## config.mk

```make
export PLATFORM = sky130hd
export DESIGN_NAME = garuda_prog_rom
export DESIGN_NICKNAME = d
export VERILOG_FILES = /design/src/rtl/garuda_prog_rom.sv
export SDC_FILE = /design/constraint.sdc
export NUM_CORES = 2
export LEC_CHECK = 0
export CORE_MARGIN = 10
export CORE_UTILIZATION = 30
export DETAILED_ROUTE_END_ITERATION = 8
export PLACE_DENSITY = 0.58
export SLEW_MARGIN = 0
export SYNTH_ARGS = -nofsm -noshare
export SYNTH_HDL_FRONTEND = slang
export SYNTH_SLANG_ARGS = --single-unit
```

## constraint.sdc

```tcl
create_clock -name clk_i -period 3.8 [get_ports clk_i]
set_input_delay 0.76 -clock clk_i [delete_from_list [all_inputs] [get_ports clk_i]]
set_output_delay 0.76 -clock clk_i [all_outputs]
set_load 0.05 [all_outputs]
```

## src/rtl/garuda_prog_rom.sv

```systemverilog
// Loadable multi-program instruction store serving valid/ready fetches with fixed latency and credit-bounded outstanding requests.
// Optional macro GARUDA_PROG_ROM_ERR_EN: flags out-of-range/misaligned fetches instead of wrapping the address.
module garuda_prog_rom #(
  parameter int          NUM_PROGS   = 4,
  parameter int          PROG_DEPTH  = 16,
  parameter logic [31:0] BOOT_ADDR   = 32'h8000_0000,
  parameter int          LATENCY     = 1,
  parameter int          OUTSTANDING = 2,
  localparam int         PGW = (NUM_PROGS > 1) ? $clog2(NUM_PROGS) : 1,
  localparam int         IW  = $clog2(PROG_DEPTH)
) (
  input  logic           clk_i,
  input  logic           rst_i,
  input  logic           ld_en_i,
  input  logic [PGW-1:0] ld_prog_i,
  input  logic [IW-1:0]  ld_idx_i,
  input  logic [31:0]    ld_data_i,
  input  logic           start_i,
  input  logic [PGW-1:0] prog_sel_i,
  input  logic           req_valid_i,
  output logic           req_ready_o,
  input  logic [31:0]    req_addr_i,
  output logic           rsp_valid_o,
  input  logic           rsp_ready_i,
  output logic [31:0]    rsp_data_o,
  output logic           rsp_err_o,
  output logic           halted_o,
  output logic [15:0]    fetch_cnt_o
);

  localparam int          PW     = (OUTSTANDING > 1) ? $clog2(OUTSTANDING) : 1;
  localparam int          CW     = $clog2(OUTSTANDING + 1);
  localparam int          NWORDS = NUM_PROGS * PROG_DEPTH;
  localparam logic [31:0] NOP    = 32'h0000_0013;
  localparam logic [31:0] EBREAK = 32'h0010_0073;

  logic [31:0]       r_mem [NWORDS];
  logic [NWORDS-1:0] r_wb;
  logic [PGW-1:0]    r_prog;
  logic [31:0]       r_fd [OUTSTANDING];
  logic              r_fe [OUTSTANDING];
  logic [PW-1:0]     r_wp, r_rp;
  logic [CW-1:0]     r_fcnt, r_inflight;
  logic              r_halted;
  logic [15:0]       r_cnt;

  logic [31:0]       w_off;
  logic [IW-1:0]     w_idx;
  logic [PGW+IW-1:0] w_raddr, w_waddr;
  logic              w_accept, w_rsp_hs;
  logic              w_rd_err;
  logic [31:0]       w_rd_data;
  logic              w_fin_valid, w_fin_err;
  logic [31:0]       w_fin_data;

  function automatic logic [PW-1:0] f_next(input logic [PW-1:0] p);
    return (p == PW'(OUTSTANDING - 1)) ? '0 : p + 1'b1;
  endfunction

  assign w_off    = req_addr_i - BOOT_ADDR;
  assign w_idx    = w_off[IW+1:2];
  assign w_raddr  = {r_prog, w_idx};
  assign w_waddr  = {ld_prog_i, ld_idx_i};
  assign w_accept = req_valid_i & req_ready_o;
  assign w_rsp_hs = rsp_valid_o & rsp_ready_i;

`ifdef GARUDA_PROG_ROM_ERR_EN
  // Unsigned offset compare also catches addresses below BOOT_ADDR (they wrap high).
  assign w_rd_err = (w_off >= 32'(4 * PROG_DEPTH)) | (req_addr_i[1:0] != 2'b00);
`else
  logic w_unused;
  assign w_rd_err = 1'b0;
  assign w_unused = ^{w_off[31:IW+2], w_off[1:0]};
`endif

  assign w_rd_data = w_rd_err ? 32'h0 : (r_wb[w_raddr] ? r_mem[w_raddr] : NOP);

  always_ff @(posedge clk_i) begin
    if (ld_en_i) r_mem[w_waddr] <= ld_data_i;
  end

  // Stages before the FIFO: LATENCY-1 registers; the FIFO write itself is the last stage.
  generate
    if (LATENCY == 1) begin : g_nopipe
      assign w_fin_valid = w_accept;
      assign w_fin_data  = w_rd_data;
      assign w_fin_err   = w_rd_err;
    end else begin : g_pipe
      logic        r_pv [LATENCY-1];
      logic        r_pe [LATENCY-1];
      logic [31:0] r_pd [LATENCY-1];
      for (genvar gi = 0; gi < LATENCY - 1; gi++) begin : g_stg
        if (gi == 0) begin : g_first
          always_ff @(posedge clk_i) begin
            if (rst_i) r_pv[gi] <= 1'b0;
            else       r_pv[gi] <= w_accept;
            r_pd[gi] <= w_rd_data;
            r_pe[gi] <= w_rd_err;
          end
        end else begin : g_rest
          always_ff @(posedge clk_i) begin
            if (rst_i) r_pv[gi] <= 1'b0;
            else       r_pv[gi] <= r_pv[gi-1];
            r_pd[gi] <= r_pd[gi-1];
            r_pe[gi] <= r_pe[gi-1];
          end
        end
      end
      assign w_fin_valid = r_pv[LATENCY-2];
      assign w_fin_data  = r_pd[LATENCY-2];
      assign w_fin_err   = r_pe[LATENCY-2];
    end
  endgenerate

  always_ff @(posedge clk_i) begin
    if (w_fin_valid) begin
      r_fd[r_wp] <= w_fin_data;
      r_fe[r_wp] <= w_fin_err;
    end
  end

  always_ff @(posedge clk_i) begin
    if (rst_i) begin
      r_wb       <= '0;
      r_prog     <= '0;
      r_wp       <= '0;
      r_rp       <= '0;
      r_fcnt     <= '0;
      r_inflight <= '0;
      r_halted   <= 1'b0;
      r_cnt      <= '0;
    end else begin
      if (ld_en_i)     r_wb[w_waddr] <= 1'b1;
      if (start_i)     r_prog <= prog_sel_i;
      if (w_fin_valid) r_wp <= f_next(r_wp);
      if (w_rsp_hs)    r_rp <= f_next(r_rp);
      r_fcnt     <= r_fcnt + CW'(w_fin_valid) - CW'(w_rsp_hs);
      r_inflight <= r_inflight + CW'(w_accept) - CW'(w_rsp_hs);
      if (start_i) begin
        r_halted <= 1'b0;
        r_cnt    <= '0;
      end else if (w_rsp_hs) begin
        if (rsp_data_o == EBREAK && !rsp_err_o) r_halted <= 1'b1;
        if (r_cnt != 16'hFFFF) r_cnt <= r_cnt + 16'd1;
      end
    end
  end

  // Credits come from registered occupancy only; a same-cycle response does not free one.
  assign req_ready_o = r_inflight < CW'(OUTSTANDING);
  assign rsp_valid_o = r_fcnt != '0;
  assign rsp_data_o  = rsp_valid_o ? r_fd[r_rp] : 32'h0;
  assign rsp_err_o   = rsp_valid_o & r_fe[r_rp];
  assign halted_o    = r_halted;
  assign fetch_cnt_o = r_cnt;

endmodule

```

**After elaboration in Yosys (flattened, before gate mapping)**

Memories as Yosys holds them, arrays and structs flattened. A register that Yosys moved wholly into a read port is not among the register bits.
Index checks and enable logic that the tools add are counted.

- Add/subtract/negate cells: 8
- $lt $le $gt $ge: 4
- Equality and inequality tests: 2
- Mux-type cells: 14
- Bitwise gates (word level): 4
- Reductions and logical operators: 7

Operators with widths:

| operator | count |
|---|---|
| 2-to-1 mux 32 bit | 2 |
| bitwise OR 64 bit | 1 |
| equality test 32 x 21 -> 1 bit, second input constant | 1 |
| adder 16 x 1 -> 16 bit, second input constant | 1 |
| != test 16 bit, second input constant | 1 |
| less-than comparator 6 x 7 -> 1 bit, second input constant | 2 |
| 2-to-1 mux 1 bit | 10 |
| binary-select mux 1 bit (select 6 bit) | 1 |
| demux 1 bit (select 6 bit) | 1 |
| >= comparator 6 x 1 -> 1 bit, second input constant | 1 |
| subtractor 6 x 1 -> 6 bit, second input constant | 1 |
| adder 2 x 1 -> 2 bit | 2 |
| AND reduction 2 bit | 2 |
| subtractor 2 x 1 -> 2 bit | 2 |
| adder 1 bit, second input constant | 2 |
| bitwise AND 1 bit | 2 |
| logical AND 1 bit | 2 |
| less-than comparator 2 bit, second input constant | 1 |
| nonzero test 2 bit | 1 |
| OR reduction 2 bit | 1 |
| bitwise AND 1 bit, second input constant | 1 |
| logical NOT 1 bit | 1 |

- Flip-flop bits (word level): 89
- Memory bits (writable): 2,112
- Output and inout port bits: 52
- Memories: 2

Memory list:

| name | depth | width | rd ports | clocked after Yosys merged registers in | wr ports | line | source |
|---|---|---|---|---|---|---|---|
| r_mem | 64 | 32 | 1 | 0 | 1 | 37 | `logic [31:0] r_mem [NWORDS];` |
| r_fd | 2 | 32 | 1 | 1 | 1 | 40 | `logic [31:0] r_fd [OUTSTANDING];` |

**Longest topological paths before layout**

- Word-level depth: 5
- Gate-level depth with buffers: 10
- Gate-level depth less buffers: 8

**Worst setup path before layout**

No wires, ideal clock.

- Kind: in2reg
- From: in ld_idx_i[3]
- To: mem r_mem[32][0], enable pin
- Setup time: 463 ps
- Arrival time: 3,488 ps
- Setup slack: -152 ps
- Stages: 4
- Buffers on the path: 1
- Cells stage by stage: clkbuf_1 -> nor2_1 -> nand4b_1 -> nor3_1

RTL lines:

| what | line | source |
|---|---|---|
| from (decl) | 16 | `input logic [IW-1:0] ld_idx_i,` |
| to (decl) | 37 |  |

Straight into the memory's write port.

==> run summary <==
The run finished with clean final reports. On the critical path the largest part of the delay comes from buffers and inverters. For this run, asynchronously set or reset flops after synthesis account for 0.

For this run, the total global-route usage over all layers was measured as 0.1449. The number of cells traversed by the worst register-to-register path came out at 6. Measured along the y axis, the die boundary spans 548.9 um. The number of distinct library cell variants in the gate-level netlist after synthesis came out at 60. The worst hold path stage count is 1. Once detail routing completed, the nets flagged for antenna violations numbered 0. The clock tree buffer depth came out at 3. The relative slew slack is 0.1672. The net switching power of the design came out at 11.83 mW. Traced cell by cell, the critical path runs through buf_4 -> mux2i_1 -> nor2_1 -> clkdlybuf4s50_1. The number of enable-type register cells in the synthesized netlist came out at 2112. The clock tree root driver cell is sky130_fd_sc_hd__clkbuf_16.

The most heavily used metal layer in global routing is met2. The total internal power came out at 39.97 mW. The design draws 51.81 mW.

The sequential fraction of the synthesis area came out at 0.7771. The start-to-end type of the worst setup path is reg2out. The iteration count of the initial detailed-routing pass came out at 5. In this run the mean area of a mapped cell was 21.69 um^2.

The reg2reg setup slack is 1.02 ns. The number of synthesized register bits came out at 2202. The transition time at the pin with the least slew margin came out at 1.249 ns. The number of maximum-capacitance constraint violations is 0. After detailed placement, the design holds a cell count of 7750. Among all stages on the critical path, the largest delay is contributed by sky130_fd_sc_hd__clkdlybuf4s50_1. The overall die area is 301300 um^2. The instance count of the mapped netlist came out at 3870. The worst hold path terminates at r_mem[43][27]. The delay of the slowest cell on the worst path is 0.75 ns. The count of non-filler cells in the finished layout came out at 8158. The met1 global-route usage came out at 0.1890. Setup repair after global routing left no endpoint under its margin.

After the first detailed-routing iteration, the DRC count stood at 4357. The congestion estimate from routability-driven global placement came to 0.7906. The most instantiated flip-flop cell in the synthesis netlist is sky130_fd_sc_hd__edfxtp_1.

For this run, the number of Yosys warnings is 0. The number of global-route vias before repair is 42959. The capture instance of the worst register-to-register path is halted_o. The routed wirelength normalized by instance count is 27.57 um. TritonCTS built the clock tree. STA classifies the critical path startpoint as a flop. After floorplanning, the core was divided into 194 placement rows.

The part of the power in combinational logic came out at 0.079. Counting both buffers and inverters, the worst setup path holds a total of 2. The H-tree was split into 4 levels.

The met2 usage is 0.2463. The initial core utilization came out at 0.3009. The worst setup path is captured at an output port. The number of hold buffers added after CTS was 0. The worst register-to-register path begins at r_fcnt[1]. Once detailed placement completed, the half-perimeter wirelength came to 129400 um. The highest ir drop seen on vdd is 0.0003920 V. The total wire length after detailed routing is 224900 um. The final-stage net count is 4327. After global routing the overflow that remains totals 0. The post-route minimum period is 3.734 ns.

In the final layout, flip-flops and latches occupy 65230 um^2. The core region area came out at 278900 um^2. The number of fill cells came out at 25593. For this design, the sink count on the clock tree is 2202. The portion of total power attributed to sequential cells came out at 0.522. The TritonCTS buffer count came out at 215.

The post-route clock skew is 0.03573 ns. The number of antenna violations at the first check in global routing came out at 21. Timing would allow up to 267.8 MHz. The residual DRC count came out at 0. The total vias in the final route came out at 41525.

At the worst endpoint, the arrival time is 2.97 ns. The insertion delay of the later-clocked pin in the worst-skew pair is 0.84 ns. Data on the critical path is required at its endpoint by 3.04 ns. Along the worst path, the maximum fanout reaches 16. The global-route track usage on met3 came out at 0.02652. The leakage power figure came out at 30.43 nW.

Counting every net in the synthesized netlist gives 3952. During I/O placement, the number of pins put on the boundary was 130. The number of buffers inserted by port buffering came out at 100. Summing every instance area after synthesis gives 83930 um^2. The critical hold path startpoint is ld_data_i[27]. The final number of hold-violating endpoints is 0. In this run the worst hold path is classified as in2reg. The first-pass GRT wire length came out at 319000 um. For this design the ratio of total power to cell area is 523.7 nW/um^2.

The mean number of vias per cell is 5.090. In the final layout, the multi-input gates occupy 18000 um^2. The total count of max-transition violations in the final report is 0. Entering global routing, the biggest net connects 82 pins.

The final setup violation count came out at 0. The register clock-pin slew on the reported worst setup and hold paths is 0.06 ns. The area added between synthesis and finish is 17.87%.

The width of the die came out at 548.9 um. The fraction of power spent switching nets is 0.2284. The fraction of power consumed by the clock network came out at 0.399.

In the finished design, the share of the clock period the worst path needs comes to 0.9827. The fraction of final layout cells with drive strength greater than 1 is 0.2715.
kinds of logic (layout without fill, tap and decap cells):
group,count (synthesis),after routing,synth area share
adders and majority gates,4,4,0.0005963
DFF,2202,2202,0.7771
and+or+nand+nor,435,436,0.02349
other,1,11,0.00004468
AOI/OAI and AO/OA,392,392,0.03123
xor gates and xnor gates,16,16,0.001670
buffers and inverters,228,781,0.01504
muxes,592,592,0.1509
stage by stage:
stage / area [um^2] / setup slack, ns / hold slack, ns / TNS [ns] / utilization
4_1_cts: 98900 / 0.006094 / 0.3257 / 0 / 0.3546
3_5_place_dp: 92050 / -0.03728 / 0.4519 / -0.07454 / 0.3300
3_3_place_gp: 92050 / -0.007635 / 0.4463 / -0.01527 / 0.3300
5_1_grt: 98910 / 0.00004108 / 0.3372 / 0 / 0.3547
6_report: 98930 / 0.06557 / 0.3507 / 0 / 0.3547
2_1_floorplan: 83940 / 0.3983 / 0.4316 / 0 / -
power groups by stage:
stage	logic (mW)	clock network (mW)	registers (mW)
after detailed placement	4.05	0	27.6
after global placement	4.01	0	27.5
after floorplan	2.24	0	27.5
after global routing	4.28	22.0	27.0
after CTS	4.12	21.1	27.0
final	4.08	20.7	27.0
per-layer routing:
| layer | vias to the layer above | wire (um) |
|---|---|---|
| met3 | 354 | 15160 |
| met4 | 4 | 6552 |
| met5 | - | 87 |
| met2 | 1536 | 112000 |
| met1 | 22527 | 91090 |
| li1 | 17104 | - |
state kept, by name, indices dropped and copies added, names as in the netlist, named ones only:
| name | count |
|---|---|
| r_prog | 2 |
| r_fd | 64 |
| halted_o | 1 |
| r_fcnt | 2 |
| r_wp | 1 |
| r_mem | 2048 |
| r_wb | 64 |
| fetch_cnt_o | 16 |
| r_rp | 1 |
| r_inflight | 2 |
cell usage in the layout, fill, tap and decap left out, types with 42 or more instances in the layout:
| cell | netlist | final |
|---|---|---|
| sky130_fd_sc_hd__mux2i_1 | 62 | 61 |
| sky130_fd_sc_hd__clkbuf_16 | 0 | 224 |
| sky130_fd_sc_hd__clkinv_2 | 0 | 42 |
| sky130_fd_sc_hd__dfxtp_1 | 90 | 89 |
| sky130_fd_sc_hd__a22oi_1 | 192 | 192 |
| sky130_fd_sc_hd__nor2_4 | 0 | 66 |
| sky130_fd_sc_hd__nor2_1 | 282 | 217 |
| sky130_fd_sc_hd__edfxtp_1 | 2112 | 2112 |
| sky130_fd_sc_hd__a21oi_1 | 114 | 114 |
| sky130_fd_sc_hd__mux4_2 | 486 | 486 |
| sky130_fd_sc_hd__clkbuf_1 | 106 | 53 |
| sky130_fd_sc_hd__buf_12 | 9 | 102 |
| sky130_fd_sc_hd__clkdlybuf4s50_1 | 0 | 43 |
| sky130_fd_sc_hd__buf_4 | 33 | 184 |
repair_timing:
| action | in CTS | in global routing |
|---|---|---|
| resized for setup | 14 | 0 |
| setup endpoints to repair | 26 | 0 |
| buffers inserted | 1 | 0 |
cell type report:
| type | instances | share of cell area |
|---|---|---|
| Clock buffer | 286 | 0.05992 |
| Tap cell | 3724 | 0.04710 |
| Inverter | 10 | 0.0003794 |
| Sequential cell | 2202 | 0.6593 |
| Clock inverter | 110 | 0.009144 |
| Antenna cell | 10 | 0.0002529 |
| Timing Repair Buffer | 375 | 0.04190 |
| Multi-Input combinational cell | 1441 | 0.1820 |
cell usage after synthesis, drive strengths merged (6+ instances only):
cell type,n,area [um^2]
nor3b,6,45.04
clkbuf,106,397.9
xnor2,9,78.83
or4,8,60.06
a21oi,114,570.6
a221oi,7,73.82
a22oi,192,1441
nand2b,6,37.54
edfxtp,2112,63420
buf,112,827.1
nand2,29,108.9
nor2b,11,68.82
nand3,16,80.08
mux2i,62,620.6
nor3,13,65.06
nor4,29,187.7
o21ai,12,60.06
nor2,282,1059
xor2,7,61.31
inv,8,30.03
dfxtp,90,1802
o22ai,34,212.7
mux4,526,12000
nand3b,8,60.06
worst reg2reg max path, stage by stage (launching register included):
cell,delay (ns)
sky130_fd_sc_hd__dfxtp_1,0.57
sky130_fd_sc_hd__o21a_1,0.63
sky130_fd_sc_hd__nand2_1,0.33
sky130_fd_sc_hd__a2111oi_1,0.46
sky130_fd_sc_hd__buf_4,0.23
sky130_fd_sc_hd__o2111ai_1,0.27
sky130_fd_sc_hd__a21oi_1,0.22
how the worst max path moves through the flow:
| stage | from | depth (start not counted) | endpoint |
|---|---|---|---|
| after floorplan | ld_idx_i[3] | 4 | r_mem[10][0] |
| after global placement | req_addr_i[2] | 10 | r_fd[1][3] |
| after detailed placement | req_addr_i[2] | 10 | r_fd[1][3] |
| after CTS | flop | 4 | rsp_data_o[4] |
| after global routing | flop | 4 | rsp_data_o[4] |
| final | flop | 4 | rsp_data_o[4] |
No activity file was read; power rests on OpenSTA's default activity.
